<file path="config.mk">
export PLATFORM = sky130hd
export DESIGN_NAME = ldm_stm_sequencer
export DESIGN_NICKNAME = d
export VERILOG_FILES = /design/src/rtl/ldm_stm_sequencer_pkg.sv /design/src/rtl/ldm_stm_sequencer_reg_list_scan.sv /design/src/rtl/ldm_stm_sequencer.sv
export SDC_FILE = /design/constraint.sdc
export NUM_CORES = 1
export LEC_CHECK = 0
export ABC_AREA = 1
export BUFFER_PORTS_ARGS = -buffer_cell sky130_fd_sc_hd__buf_2
export CELL_PAD_IN_SITES_DETAIL_PLACEMENT = 0
export CELL_PAD_IN_SITES_GLOBAL_PLACEMENT = 1
export CORE_MARGIN = 2
export CORE_UTILIZATION = 37
export CTS_CLUSTER_DIAMETER = 200
export DETAILED_ROUTE_END_ITERATION = 16
export GPL_TIMING_DRIVEN = 0
export PLACE_DENSITY = 0.82
export SETUP_SLACK_MARGIN = 0.4
export SLEW_MARGIN = 15
export SYNTH_ARGS = -nofsm -noshare
export SYNTH_HDL_FRONTEND = slang
export SYNTH_SLANG_ARGS = --single-unit
</file>
<file path="constraint.sdc">
create_clock -name clk -period 5.7 [get_ports clk]
set_input_delay 0.285 -clock clk [delete_from_list [all_inputs] [get_ports clk]]
set_output_delay 0.285 -clock clk [all_outputs]
set_load 0.1 [all_outputs]
</file>
<file path="src/rtl/ldm_stm_sequencer_pkg.sv">
// Shared definitions for the LDM/STM/PUSH/POP sequencer and data_mem:
// opcode patterns, architectural register numbers and sequencer state encoding.
package ldm_stm_sequencer_pkg;

    localparam logic [4:0] OP_STM_PFX = 5'b11000;
    localparam logic [4:0] OP_LDM_PFX = 5'b11001;
    localparam logic [6:0] OP_PUSH    = 7'b1011010;
    localparam logic [6:0] OP_POP     = 7'b1011110;

    localparam logic [3:0] REG_SP = 4'd13;
    localparam logic [3:0] REG_LR = 4'd14;
    localparam logic [3:0] REG_PC = 4'd15;

    typedef enum logic [1:0] {
        IDLE   = 2'd0,
        XFER   = 2'd1,
        FINISH = 2'd2
    } seq_state_t;

    typedef enum logic [2:0] {
        K_NONE = 3'd0,
        K_STM  = 3'd1,
        K_LDM  = 3'd2,
        K_PUSH = 3'd3,
        K_POP  = 3'd4
    } xfer_kind_t;

    function automatic xfer_kind_t decode_kind(input logic [6:0] op);
        xfer_kind_t k;
        k = K_NONE;
        if (op[6:2] == OP_STM_PFX)      k = K_STM;
        else if (op[6:2] == OP_LDM_PFX) k = K_LDM;
        else if (op == OP_PUSH)         k = K_PUSH;
        else if (op == OP_POP)          k = K_POP;
        return k;
    endfunction

    function automatic logic [4:0] popcount16(input logic [15:0] v);
        logic [4:0] c;
        c = '0;
        for (int i = 0; i < 16; i++) c = c + {4'b0, v[i]};
        return c;
    endfunction

endpackage

</file>
<file path="src/rtl/ldm_stm_sequencer_reg_list_scan.sv">
// Lowest-set-bit finder over a 16-bit register list: index, one-hot clear
// mask and a flag marking the final remaining register.
module reg_list_scan (
    input  logic [15:0] list,
    output logic [3:0]  idx,
    output logic [15:0] clr_mask,
    output logic        last
);

    always_comb begin
        idx = '0;
        for (int i = 15; i >= 0; i--) begin
            if (list[i]) idx = 4'(i);
        end
        clr_mask = list & (~list + 16'd1);
        last     = (list != 16'd0) && ((list & (list - 16'd1)) == 16'd0);
    end

endmodule

</file>
<file path="src/rtl/ldm_stm_sequencer.sv">
// Expands a Thumb LDMIA/STMIA/PUSH/POP into one data_mem word access per cycle,
// with load writebacks aligned to the 1-cycle read latency and base update.
//
// state  | meaning
// IDLE   | waiting for a valid multiple-register instruction
// XFER   | one register transferred per cycle, lowest index first
// FINISH | done pulse and base-register writeback
module ldm_stm_sequencer
    import ldm_stm_sequencer_pkg::*;
#(
    parameter int ADDR_STEP = 4,
    parameter int SP_IDX    = 13
) (
    input  logic        clk,
    input  logic        rst_n,
    input  logic        start,
    input  logic [6:0]  opcode,
    input  logic [8:0]  instr_low,
    input  logic [31:0] base_addr,
    input  logic [31:0] store_data_in,
    output logic [3:0]  rf_rd_idx,
    output logic [31:0] mem_addr,
    output logic        mem_write_en,
    output logic [6:0]  mem_opcode,
    output logic [31:0] mem_data_in,
    output logic        ld_wb_en,
    output logic [3:0]  ld_wb_idx,
    output logic        base_wb_en,
    output logic [3:0]  base_wb_idx,
    output logic [31:0] base_wb_value,
    output logic        stall,
    output logic        busy,
    output logic        done
);

    localparam logic [31:0] STEP   = 32'(ADDR_STEP);
    localparam logic [3:0]  SP_REG = 4'(SP_IDX);

    seq_state_t  state_q, state_d;
    xfer_kind_t  kind_q, kind_in;
    logic [15:0] list_q, list_in;
    logic [31:0] addr_q, start_addr_in;
    logic [6:0]  opcode_q;
    logic [3:0]  base_idx_q, base_idx_in, rn_in;
    logic [31:0] base_val_q, base_val_in, span_in;
    logic        base_en_q, base_en_in;
    logic        ld_wb_en_q;
    logic [3:0]  ld_wb_idx_q;
    logic [4:0]  n_in;
    logic        start_ok, is_store_q, xfer_load;
    logic [3:0]  scan_idx;
    logic [15:0] scan_clr;
    logic        scan_last;

    reg_list_scan u_scan (
        .list     (list_q),
        .idx      (scan_idx),
        .clr_mask (scan_clr),
        .last     (scan_last)
    );

    // Decode and precompute everything captured at instruction start.
    always_comb begin
        kind_in = decode_kind(opcode);
        rn_in   = {1'b0, opcode[1:0], instr_low[8]};
        list_in = '0;
        case (kind_in)
            K_STM, K_LDM: list_in = {8'h00, instr_low[7:0]};
            K_PUSH: begin
                list_in = {8'h00, instr_low[7:0]};
                list_in[REG_LR] = instr_low[8];
            end
            K_POP: begin
                list_in = {8'h00, instr_low[7:0]};
                list_in[REG_PC] = instr_low[8];
            end
            default: list_in = '0;
        endcase
        n_in          = popcount16(list_in);
        span_in       = STEP * {27'b0, n_in};
        start_ok      = start && (kind_in != K_NONE);
        base_idx_in   = ((kind_in == K_PUSH) || (kind_in == K_POP)) ? SP_REG : rn_in;
        start_addr_in = (kind_in == K_PUSH) ? base_addr - span_in : base_addr;
        base_val_in   = (kind_in == K_PUSH) ? base_addr - span_in : base_addr + span_in;
        // LDM that reloads its own base keeps the loaded value.
        base_en_in    = (n_in != 5'd0) && !((kind_in == K_LDM) && list_in[rn_in]);
    end

    assign is_store_q = (kind_q == K_STM) || (kind_q == K_PUSH);
    assign xfer_load  = (state_q == XFER) && !is_store_q;

    always_comb begin
        state_d       = state_q;
        rf_rd_idx     = '0;
        mem_addr      = '0;
        mem_write_en  = 1'b0;
        mem_opcode    = '0;
        mem_data_in   = '0;
        base_wb_en    = 1'b0;
        base_wb_idx   = '0;
        base_wb_value = '0;
        stall         = 1'b0;
        busy          = 1'b0;
        done          = 1'b0;
        case (state_q)
            IDLE: begin
                if (start_ok) begin
                    stall   = 1'b1;
                    state_d = (n_in == 5'd0) ? FINISH : XFER;
                end
            end
            XFER: begin
                stall      = 1'b1;
                busy       = 1'b1;
                mem_addr   = addr_q;
                mem_opcode = opcode_q;
                if (is_store_q) begin
                    mem_write_en = 1'b1;
                    rf_rd_idx    = scan_idx;
                    mem_data_in  = store_data_in;
                end
                if (scan_last) state_d = FINISH;
            end
            FINISH: begin
                busy          = 1'b1;
                done          = 1'b1;
                base_wb_en    = base_en_q;
                base_wb_idx   = base_idx_q;
                base_wb_value = base_val_q;
                state_d       = IDLE;
            end
            default: state_d = IDLE;
        endcase
    end

    assign ld_wb_en  = ld_wb_en_q;
    assign ld_wb_idx = ld_wb_idx_q;

    always_ff @(posedge clk) begin
        if (!rst_n) begin
            state_q     <= IDLE;
            kind_q      <= K_NONE;
            list_q      <= '0;
            addr_q      <= '0;
            opcode_q    <= '0;
            base_idx_q  <= '0;
            base_val_q  <= '0;
            base_en_q   <= 1'b0;
            ld_wb_en_q  <= 1'b0;
            ld_wb_idx_q <= '0;
        end else begin
            state_q     <= state_d;
            ld_wb_en_q  <= xfer_load;
            ld_wb_idx_q <= xfer_load ? scan_idx : 4'd0;
            case (state_q)
                IDLE: begin
                    if (start_ok) begin
                        kind_q     <= kind_in;
                        list_q     <= list_in;
                        addr_q     <= start_addr_in;
                        opcode_q   <= opcode;
                        base_idx_q <= base_idx_in;
                        base_val_q <= base_val_in;
                        base_en_q  <= base_en_in;
                    end
                end
                XFER: begin
                    list_q <= list_q & ~scan_clr;
                    addr_q <= addr_q + STEP;
                end
                default: ;
            endcase
        end
    end

endmodule

</file>
# After elaboration in Yosys (flattened, before gate mapping)
# Index checks and enable logic that the tools add are counted.
[op_classes]
n_eq_ne = 14
order_cmp = 1
mux = 49
n_addsub = 20
n_reduce_logical = 22
bitwise = 5
[ops]
columns = ["cell", "n"]
rows = [
  ["two-way mux 32 bit", 7],
  ["two-way mux 4 bit", 20],
  ["case mux 32 bit (2 select lines)", 1],
  ["adder 5 x 1 -> 5 bit", 11],
  ["bitwise AND 16 bit", 3],
  ["case mux 16 bit (3 select lines)", 1],
  ["adder 32 x 3 -> 32 bit, second input constant", 1],
  ["adder 32 x 7 -> 32 bit", 1],
  ["NOT 16 bit", 2],
  ["case mux 16 bit (2 select lines)", 1],
  ["subtractor 32 x 7 -> 32 bit", 1],
  ["adder 16 x 1 -> 16 bit, second input constant", 1],
  ["zero test 16 bit", 1],
  ["two-way mux 16 bit", 1],
  ["nonzero test 16 bit", 1],
  ["subtractor 16 x 1 -> 16 bit, second input constant", 1],
  ["== test 7 bit, second input constant", 2],
  ["two-way mux 3 bit", 4],
  ["== test 5 bit, second input constant", 2],
  ["== test 3 x 2 -> 1 bit, second input constant", 3],
  ["AND reduction 2 bit", 4],
  ["two-way mux 1 bit", 7],
  ["two-way mux 7 bit", 1],
  ["== test 3 x 1 -> 1 bit, second input constant", 2],
  ["22 further kinds", 32],
]
[word_totals]
output_inout_bits = 121
reg_bits = 102

# Longest topological paths before layout
[depth]
depth_word = 27
ltp_mapped = 31

# Modules after synthesis
# Synthesis repeated with hierarchy kept, for this count alone.
[unflattened]
hier_cells = 1596
hier_area_um2 = 8889.8
[modules_own_cells]
columns = ["module", "seq_area_each_um2", "cells_each", "area_per_inst_um2", "instances"]
rows = [
  ["ldm_stm_sequencer", 2021.9, 1494, 8405.6, 1],
  ["reg_list_scan", 0.0, 102, 484.2, 1],
]

# Worst setup path before layout
# Ideal clock, no wire load.
[synth_path]
kind = "input port to flip-flop"
startpoint = "input port opcode[6]"
endpoint = "register addr_q[28]"
required_time_ps = 5568
path_stages = 28
arrival_time_ps = 4889
setup_slack_ps = 678
n_path_buf = 2
path_cell_list = "nand2_1 nor2_1 nand4_4 nand3_2 buf_2 nand2_1 fa_1 inv_1 fa_1 inv_1 fa_1 inv_1 ha_1 fa_1 xor2_1 inv_1 ha_1 buf_2 nor2_1 nand2_1 nor2_1 nor3_1 nand2_1 xor2_1 nand2_1 nand2_1 nand3_1 a21oi_1"
[synth_via]
elab_chain_cells = 27
word_cells_on_any_way = 37
classes_between = "add/sub: 16; eq/ne: 9; mux: 8; reduce/logical: 4"
[synth_rtl]
columns = ["element", "line_no", "text"]
rows = [
  ["from (decl)", "ldm_stm_sequencer.sv:17", "input logic [6:0] opcode,"],
  ["== test 7 bit", "ldm_stm_sequencer_pkg.sv:34", "else if (op == OP_POP) k = K_POP;"],
  ["two-way mux 3 bit", "ldm_stm_sequencer_pkg.sv:34", ""],
  ["two-way mux 3 bit", "ldm_stm_sequencer_pkg.sv:33", "else if (op == OP_PUSH) k = K_PUSH;"],
  ["two-way mux 3 bit", "ldm_stm_sequencer_pkg.sv:32", "else if (op[6:2] == OP_LDM_PFX) k = K_LDM;"],
  ["two-way mux 3 bit *", "ldm_stm_sequencer_pkg.sv:31", "if (op[6:2] == OP_STM_PFX) k = K_STM;"],
  ["== test 3 x 2 -> 1 bit / == test 3 x 1 -> 1 bit (equally long branches)", "ldm_stm_sequencer.sv:67", "case (kind_in)"],
  ["OR reduction 2 bit", "ldm_stm_sequencer.sv:67", ""],
  ["case mux 16 bit (3 select lines)", "ldm_stm_sequencer.sv:67", ""],
  ["adder 1 x 1 -> 2 bit", "ldm_stm_sequencer_pkg.sv:41", "for (int i = 0; i < 16; i++) c = c + {4'b0, v[i]};"],
  ["adder 2 x 1 -> 3 bit", "ldm_stm_sequencer_pkg.sv:41", ""],
  ["adder 3 x 1 -> 4 bit", "ldm_stm_sequencer_pkg.sv:41", ""],
  ["adder 4 x 1 -> 5 bit", "ldm_stm_sequencer_pkg.sv:41", ""],
  ["adder 5 x 1 -> 5 bit (11 in a row)", "ldm_stm_sequencer_pkg.sv:41", ""],
  ["subtractor 32 x 7 -> 32 bit", "ldm_stm_sequencer.sv:83", "start_addr_in = (kind_in == K_PUSH) ? base_addr - span_in : base_addr;"],
  ["two-way mux 32 bit", "ldm_stm_sequencer.sv:83", ""],
  ["two-way mux 32 bit", "ldm_stm_sequencer.sv:157", "if (start_ok) begin"],
  ["case mux 32 bit (2 select lines)", "ldm_stm_sequencer.sv:155", "case (state_q)"],
  ["to (signal assigned)", "ldm_stm_sequencer.sv:160", "addr_q <= start_addr_in;"],
  ["to (signal assigned)", "ldm_stm_sequencer.sv:169", "addr_q <= addr_q + STEP;"],
  ["to (decl)", "ldm_stm_sequencer.sv:42", "logic [31:0] addr_q, start_addr_in;"],
]
# Mark *: on every way between the ends. The rest lies on a longest branch, timed or not. The select of a mux whose other input is x is not followed.
# A chain may end at the register's enable or synchronous reset.

# Worst setup path after layout
[layout_path]
startpoint = "input port opcode[1]"
endpoint = "register base_val_q[28]"
[layout_via]
elab_chain_cells = 25
word_cells_on_any_way = 33
classes_between = "add/sub: 17; eq/ne: 6; mux: 6; reduce/logical: 4"
[layout_rtl]
columns = ["element", "line_no", "text"]
rows = [
  ["== test 7 bit", "ldm_stm_sequencer_pkg.sv:34", ""],
  ["two-way mux 3 bit", "ldm_stm_sequencer_pkg.sv:34", ""],
  ["two-way mux 3 bit *", "ldm_stm_sequencer_pkg.sv:33", ""],
  ["two-way mux 3 bit *", "ldm_stm_sequencer_pkg.sv:32", ""],
  ["two-way mux 3 bit *", "ldm_stm_sequencer_pkg.sv:31", ""],
  ["== test 3 x 2 -> 1 bit / == test 3 x 1 -> 1 bit (equally long branches)", "ldm_stm_sequencer.sv:67", ""],
  ["OR reduction 2 bit", "ldm_stm_sequencer.sv:67", ""],
  ["case mux 16 bit (3 select lines)", "ldm_stm_sequencer.sv:67", ""],
  ["adder 1 x 1 -> 2 bit", "ldm_stm_sequencer_pkg.sv:41", ""],
  ["adder 2 x 1 -> 3 bit", "ldm_stm_sequencer_pkg.sv:41", ""],
  ["adder 3 x 1 -> 4 bit", "ldm_stm_sequencer_pkg.sv:41", ""],
  ["adder 4 x 1 -> 5 bit", "ldm_stm_sequencer_pkg.sv:41", ""],
  ["adder 5 x 1 -> 5 bit (11 in a row)", "ldm_stm_sequencer_pkg.sv:41", ""],
  ["adder 32 x 7 -> 32 bit / subtractor 32 x 7 -> 32 bit (equally long branches)", "ldm_stm_sequencer.sv:84", "base_val_in = (kind_in == K_PUSH) ? base_addr - span_in : base_addr + span_in;"],
  ["two-way mux 32 bit", "ldm_stm_sequencer.sv:84", ""],
  ["to (signal assigned)", "ldm_stm_sequencer.sv:163", "base_val_q <= base_val_in;"],
  ["to (decl)", "ldm_stm_sequencer.sv:45", "logic [31:0] base_val_q, base_val_in, span_in;"],
]
# Mark *: on every way between the ends. The rest lies on a longest branch, timed or not.

==> impl_metrics.py <==
metrics = {
    "logic_synthesis": {
        "async_reset_ff_share_pct": 0,
        "ys_types": 47,
        "synthesis.area_um2": 8570,
        "synth-edff-count": 0,
        "synth_commonest_cells": "445 x nand2_1, 207 x inv_1, 184 x nor2_1",
        "synth-seq-cells": 101,
        "synth_ff_type": "dfxtp_1",
        "synth.most_common_cell": "nand2_1",
        "synth_top_cell_area_share_pct": 23.6,
        "ys_warn_count": 0,
        "synth_area_leaders": "dfxtp_1 24%, nand2_1 20%, inv_1 9.1%, nor2_1 8.1%, nand3_1 5.4%",
        "synth_area_per_cell_um2": 5.70,
        "synth_largest_area_cell": "dfxtp_1",
        "syn-num-nets": 1608,
        "synth_cells": 1502,
        "ys_seq_area_share_pct": 23.6,
    },
    "worst_setup_path": {
        "critical_path.max_stage_delay_ns": 0.55,
        "worst_ep_arrival_time_ns": 5.40,
        "cpMostUsedCell": "nand2_1",
        "crit_path_end_kind": "flip-flop",
        "critPathTopFamily": "adder cells",
        "required_ns": 6.00,
        "critical_path_class": "in2reg",
        "crit_path_max_fanout": 7,
        "start_kind": "input port",
        "worst_path_max_delay_cell": "fa_1",
        "crit_buf_inv": 8,
    },
    "detailed_routing": {
        "via_count": 10600,
        "wirelength_um": 35900,
        "drc": 0,
        "wl_per_cell_um": 17.9,
        "drt_first_iter_violations": 1107,
        "via_per_inst": 5.26,
        "firstDrtPassIters": 5,
        "antenna_left": 0,
    },
    "power_and_ir_drop": {
        "vdd_ir_drop_max_mv": 0.131,
        "power.leakage_nw": 5.43,
        "p_per_area_nw_per_um2": 174,
    },
    "cells_and_area": {
        "diodes": 0,
        "finalInstanceArea_um2": 10500,
        "layout.nets": 1821,
        "syn2layout_area_growth_pct": 23.0,
        "drive_above_1_share_pct": 19.4,
    },
    "floorplan": {
        "die_h_um": 156,
        "die_x_um": 156,
        "pin_count": 204,
        "die_area_um2": 24400,
        "core_um2": 22700,
        "rows": 55,
        "initial_core_util_pct": 37.7,
    },
    "timing": {
        "period_share_pct": 89.5,
        "clock_skew_ns": 0.0184,
        "fmax_ghz": 0.196,
        "worst_slew_pin_slew_ns": 0.813,
        "drv_slew": 0,
        "slew_headroom_pct": 45.8,
        "hold_slack_ns": 0.174,
        "setup_viol": 0,
        "rsz0062_at_grt": "true",
        "fin_crit_ns": 5.10,
        "hold_violations": 0,
    },
    "grt": {
        "track_usage_pct": 29.1,
        "overflow": 0,
        "antenna_found_initial": 0,
        "grt_pass1_wl_um": 54500,
        "grt_pass1_vias": 9657,
        "grt_max_degree": 19,
    },
    "clocking": {
        "tritoncts": "built",
        "clkLatencyLatePin_ns": 0.37,
        "clk_pin_slew_worst_paths_ns": 0.09,
        "hold_buffers": 0,
        "cts_max_path_buffers": 2,
        "cts.sinks": 101,
        "cts_buffers": 9,
        "h-tree-depth": 3,
        "root_buffer": "clkbuf_16",
    },
    "placed_design": {
        "gp_congestion": 0.930,
        "place_area_um2": 9890,
        "io_buffers": 194,
        "hpwl_um": 28000,
    },
    "hold_path": {
        "hold_path_class": "in2reg",
    },
    "run": {
        "drv_cap": 0,
    },
    "run_status": {
        "outcome": "finished clean",
    },
}
[repair_timing]
| action | in CTS | in global routing |
|---|---|---|
| endpoints found under the hold margin | 0 | 0 |
| endpoints found under the setup margin | 41 | 54 |
| gates cloned | 0 | 0 |
| gates resized for setup | 14 | 69 |
| setup buffers | 0 | 8 |
| pin swaps | 1 | 19 |
[worst paths after layout]
kind	start	depth (start not counted)	slack, ns	to
max reg2reg	state_q[1]	8	2.97	addr_q[8]
min reg2reg	kind_q[0]	2	0.46	kind_q[0]
min	base_addr[1]	3	0.17	base_val_q[1]
max	opcode[1]	29	0.60	base_val_q[28]
[report_power, final]
part           internal (mW)  switching (mW)  total (mW)  leakage, nW
registers              0.723          0.0177       0.741        0.817
logic                  0.105           0.260       0.365         4.46
clock network          0.393           0.332       0.725        0.156
[cell usage in the layout (no fill, tap or decap), types with 15 or more instances in the layout]
| cell type | netlist | routed |
|---|---|---|
| nor2_1 | 184 | 176 |
| o21ai_0 | 92 | 77 |
| clkbuf_1 | 33 | 33 |
| ha_1 | 15 | 15 |
| nor3_1 | 35 | 30 |
| a31oi_1 | 25 | 25 |
| nand3_1 | 92 | 84 |
| buf_4 | 8 | 16 |
| inv_1 | 207 | 203 |
| dfxtp_1 | 101 | 101 |
| xor2_1 | 26 | 25 |
| a21oi_1 | 90 | 87 |
| nand4_1 | 24 | 24 |
| nand2_1 | 445 | 427 |
| nand2_2 | 2 | 18 |
| buf_2 | 24 | 216 |
[cells by family (layout without fill, tap and decap cells)]
logic type	after synthesis	count (layout)	synth area share (%)
buffers and inverters	288	506	13.4
AOI/OAI and AO/OA	233	233	14.7
adders and majority gates	23	23	4.06
DFF	101	101	23.6
xor gates and xnor gates	34	34	3.48
and+or+nand+nor	823	823	40.7
[metrics by stage]
step,util [%],total power [mW],worst slack (ns),cells,setup TNS (ns)
6_report,46.4,1.83,0.601,2005,0
4_1_cts,45.2,1.82,0.389,1997,0
3_5_place_dp,43.6,1.10,-0.199,1981,-4.03
3_3_place_gp,43.6,1.10,-0.185,1981,-2.66
2_1_floorplan,-,0.972,0.678,1502,0
5_1_grt,46.4,1.90,0.319,2005,0
[sequential cells by signal, summed over array words and instances, names as in the netlist]
name / count
state_q: 2
opcode_q: 7
base_idx_q: 4
base_val_q: 32
ld_wb_en: 1
ld_wb_idx: 4
base_en_q: 1
list_q: 16
kind_q: 2
addr_q: 32
[metal layers]
metal	up-vias	global-route usage (%)	routed length [um]
li1	5187	-	-
met1	4871	39.3	15900
met2	430	47.3	16300
met3	66	4.14	2560
met4	0	10.0	1160
met5	-	0	0
[worst min-delay path, delay by kind of cell]
| family | cells | cell delay [ns] |
|---|---|---|
| compound gates | 1 | 0.05 |
| buf+inv | 1 | 0.11 |
| simple gates | 1 | 0.06 |
[layout make-up]
type                       count  area (um^2)
fill                        2548        12200
clock inverter                 7          106
timing repair buffer         202         1030
multi-input combinational   1113         5630
clock buffer                   9          225
buffer                        76          363
tap                          285          357
sequential                   101         2020
inverter                     212          798
Power figures use the tool's default switching activity.
